===== config.mk =====
export PLATFORM = sky130hd
export DESIGN_NAME = word_serializer
export DESIGN_NICKNAME = d
export VERILOG_FILES = /design/src/rtl/serial_pkg.sv /design/src/rtl/word_serializer.sv
export SDC_FILE = /design/constraint.sdc
export NUM_CORES = 1
export LEC_CHECK = 0
export BUFFER_PORTS_ARGS = -buffer_cell sky130_fd_sc_hd__clkbuf_2
export CAP_MARGIN = 20
export CORE_MARGIN = 2
export CORE_UTILIZATION = 52
export CTS_CLUSTER_SIZE = 30
export DETAILED_ROUTE_END_ITERATION = 6
export PLACE_DENSITY_LB_ADDON = 0.08
export SYNTH_ARGS = -nofsm -noshare
export SYNTH_HDL_FRONTEND = slang
export SYNTH_SLANG_ARGS = --single-unit

===== constraint.sdc =====
create_clock -name clk -period 1.68 [get_ports clk]
set_clock_uncertainty 0.05 [all_clocks]
set_input_delay 0.336 -clock clk [delete_from_list [all_inputs] [get_ports clk]]
set_output_delay 0.336 -clock clk [all_outputs]
set_load 0.1 [all_outputs]

===== src/rtl/serial_pkg.sv =====
// Shared types and helpers for the bit-serial two's-complement datapath blocks.
package serial_pkg;

    // Frame sequencing states of the serial front end.
    typedef enum logic [1:0] {
        IDLE  = 2'd0,
        START = 2'd1,
        SHIFT = 2'd2
    } state_t;

    // Bit-counter width for a serial word of w bits (never narrower than one bit).
    function automatic int unsigned cnt_width(input int unsigned w);
        return (w < 2) ? 1 : $clog2(w);
    endfunction

endpackage


===== src/rtl/word_serializer.sv =====
// Parallel-to-serial front end: one-entry hold register feeding an LSB-first
// shifter, framed by a one-cycle start pulse so words can stream back to back.
module word_serializer
    import serial_pkg::*;
#(
    parameter int unsigned WIDTH = 4
) (
    input  logic             clk,
    input  logic             reset,
    input  logic             in_valid,
    output logic             in_ready,
    input  logic [WIDTH-1:0] in_data,
    output logic             ser_start,
    output logic             ser_en,
    output logic             ser_x,
    output logic             word_done,
    output logic             busy
);

    localparam int unsigned CNT_W = cnt_width(WIDTH);
    localparam logic [CNT_W-1:0] LAST = CNT_W'(WIDTH - 1);

    state_t             state, state_n;
    logic [WIDTH-1:0]   shifter, shifter_n;
    logic [WIDTH-1:0]   hold_data, hold_data_n;
    logic               hold_full, hold_full_n;
    logic [CNT_W-1:0]   cnt, cnt_n;
    logic               accept;

    // Hold refills only when empty, so a pull and an accept never coincide.
    assign accept = in_valid & ~hold_full;

    // Next-state: capture into hold, pull hold into shifter at frame boundaries.
    always_comb begin
        state_n     = state;
        shifter_n   = shifter;
        hold_data_n = hold_data;
        hold_full_n = hold_full;
        cnt_n       = cnt;

        if (accept) begin
            hold_data_n = in_data;
            hold_full_n = 1'b1;
        end

        unique case (state)
            IDLE: begin
                if (hold_full) begin
                    shifter_n   = hold_data;
                    hold_full_n = 1'b0;
                    cnt_n       = '0;
                    state_n     = START;
                end
            end
            START: begin
                state_n = SHIFT;
            end
            SHIFT: begin
                shifter_n = {1'b0, shifter[WIDTH-1:1]};
                cnt_n     = cnt + CNT_W'(1);
                if (cnt == LAST) begin
                    cnt_n = '0;
                    if (hold_full) begin
                        shifter_n   = hold_data;
                        hold_full_n = 1'b0;
                        state_n     = START;
                    end else begin
                        state_n = IDLE;
                    end
                end
            end
            default: begin
                state_n = IDLE;
            end
        endcase
    end

    // State and datapath registers.
    always_ff @(posedge clk or posedge reset) begin
        if (reset) begin
            state     <= IDLE;
            shifter   <= '0;
            hold_data <= '0;
            hold_full <= 1'b0;
            cnt       <= '0;
        end else begin
            state     <= state_n;
            shifter   <= shifter_n;
            hold_data <= hold_data_n;
            hold_full <= hold_full_n;
            cnt       <= cnt_n;
        end
    end

    // Outputs are flopped decodes of the next state, so they equal decodes of the current state.
    always_ff @(posedge clk or posedge reset) begin
        if (reset) begin
            in_ready  <= 1'b1;
            ser_start <= 1'b0;
            ser_en    <= 1'b0;
            ser_x     <= 1'b0;
            word_done <= 1'b0;
            busy      <= 1'b0;
        end else begin
            in_ready  <= ~hold_full_n;
            ser_start <= (state_n == START);
            ser_en    <= (state_n != IDLE);
            ser_x     <= (state_n == SHIFT) & shifter_n[0];
            word_done <= (state_n == SHIFT) && (cnt_n == LAST);
            busy      <= (state_n != IDLE);
        end
    end

endmodule


==> metrics <==
# H-tree levels 1; sequential fraction of the synthesis area 0.576; Max-cap violations 0; number of synthesized flops with an enable pin 0; TritonCTS Buffers 3; status finished clean; Detailed Place HPWL 964 um; Synth Flop Type dfrtp_1; Post-synth top cells dfrtp_1, nand2_1, nor2_1; antenna cells 0; Clock Latency Late Sink 280 ps; die width 42.8 um; syn_nets 76; vias per inst 5.34; final hold viol count 0; CTS clk-pin slew, worst paths 100 ps; Rel. slew slack 0.642; FMAX 0.681 GHz; Hold Slack 225 ps; first-pass GRT wire length 2130 um; RePlAce Congestion 0.739; DRC 0; Post-CTS Setup Inserts 0; family with the most delay on the worst path buffers and inverters; I/O Pins 13; drt wl/cell 12.3 um; worst setup path class flop to output port; flip-flop and latch count after synthesis 18; initial antenna violation count 0; post-synth top area share 0.542; Crit path buffers/inverters 1; input/output buffers 12; core area 1450 sq um; crit path cell chain clkbuf_2; Layout Cells excl Fill 99; syn_area_per_cell 11.5 sq um; largest net degree at the start of global routing 11; proportion of layout cells with a drive suffix above 1 0.361; Starting Density 0.540; CTS tree built; Synth cell types 27; Synth Instances 68; fillers 120; GRT Overall Usage 0.156; total negative slack 0 ps; final core utilization 0.611; Die Area 1840 sq um; First-pass DRT Iterations 4; Crit. End Element output port; Resized cells post-CTS 0; vias 529; P&R area growth vs syn 13.2%; Die H 42.8 um; DRT antenna net count 0; row count 14; most frequent cell after synthesis dfrtp_1; Max Root-Sink Buffers 2; critical path required time 1290 ps; top cell type by total area after synthesis dfrtp_1; HP Class input port to flop; area of the multi-input gates 298 sq um; fin crit period 1470 ps; Worst path max stage delay 450 ps; CP max FO 2; Yosys warnings 0; Worst Max-Slew Pin Slew 539 ps; RSZ-0062 raised after global routing false; setup-violating endpoint count in the final report 0; slowest library cell on the worst path clkbuf_2; Startpoint Class flop; fin nets 92; register area 453 sq um; Slew Viols, Final 0; Synth async-reset ratio 1.00; root buffer cell clkbuf_4; vias in the first global route 516; placed cells 94; Cell Area, Synth 785 sq um; fin crit share 0.874; gr ovfl total 0; CP Data Arrival Time 1080 ps; wirelength, routed 1210 um; initial DRC count 7; clock sink total 18; main area contributors after synthesis dfrtp_1, mux2_2, dfstp_2
repair_timing:
item                                   in CTS  in global routing
setup endpoints to repair                   0                  0
hold buffers                                1                  0
endpoints found under the hold margin       8                  0
through the flow:
step                      worst slack, ps  instance area, sq um
after detailed placement              296                   852
after floorplan                       257                   786
after CTS                             200                   888
after global placement                347                   852
after global routing                  166                   888
final                                 211                   888
routing by layer:
layer	share of wire	track usage	wire, um	vias up
met1	0.45	0.208	543	247
met5	0	0	0	-
met3	0.049	0.0255	60	2
met4	0.0082	0.0750	10	0
li1	-	-	-	264
met2	0.49	0.245	599	16
cell families (layout without fill, tap and decap cells):
kind of cell	count (synthesis)	count (layout)	synth area share
and+or+nand+nor	23	23	0.174
adders and majority gates	1	1	0.0159
DFF	18	18	0.576
muxes	4	4	0.0574
buffers and inverters	6	21	0.0447
AOI/OAI and AO/OA	16	16	0.132
placed cells by master (no fill, tap or decap), drive strengths merged, types with 2 or more instances in the layout:
master   n
a21oi    3
a21boi   2
a31oi    3
o21ai    4
dfrtp   17
inv      3
and2b    3
mux2     4
nor2     5
a22o     2
clkbuf  15
nand3    3
nand2b   2
nand2    5
buf      2
path summary, 6_finish.rpt:
path	from	to	slack [ps]	cells after the start
min in group asynchronous	reset	ser_start	480	3
setup reg to reg	cnt[0]	ser_x	260	4
setup / recovery	busy	busy	210	1
max in group asynchronous	reset	shifter[3]	680	4
hold / removal	in_data[1]	hold_data[1]	220	2
hold reg to reg	hold_data[2]	hold_data[2]	460	1
worst register-to-register path, cell delays in order, from the launching register on:
cell and delay, ps:
dfrtp_1 420, ha_1 280, and3_2 230, o21ai_0 200
a31oi_1 110
area by class of cell:
| cell class | count | area share |
|---|---|---|
| timing repair buffer | 14 | 0.0901 |
| clock buffer | 4 | 0.0296 |
| inverter | 3 | 0.0127 |
| multi-input combinational | 44 | 0.335 |
| tap | 16 | 0.0225 |
| sequential | 18 | 0.510 |
sequential cells by signal, summed over array words and instances, names as in the netlist:
name / count
busy: 1
cnt: 2
hold_data: 4
hold_full: 1
in_ready: 1
ser_start: 1
ser_x: 1
shifter: 4
state: 2
word_done: 1
Power is not shown: default switching activity piles up to over one toggle a cycle in this logic, so the estimate is an artifact.
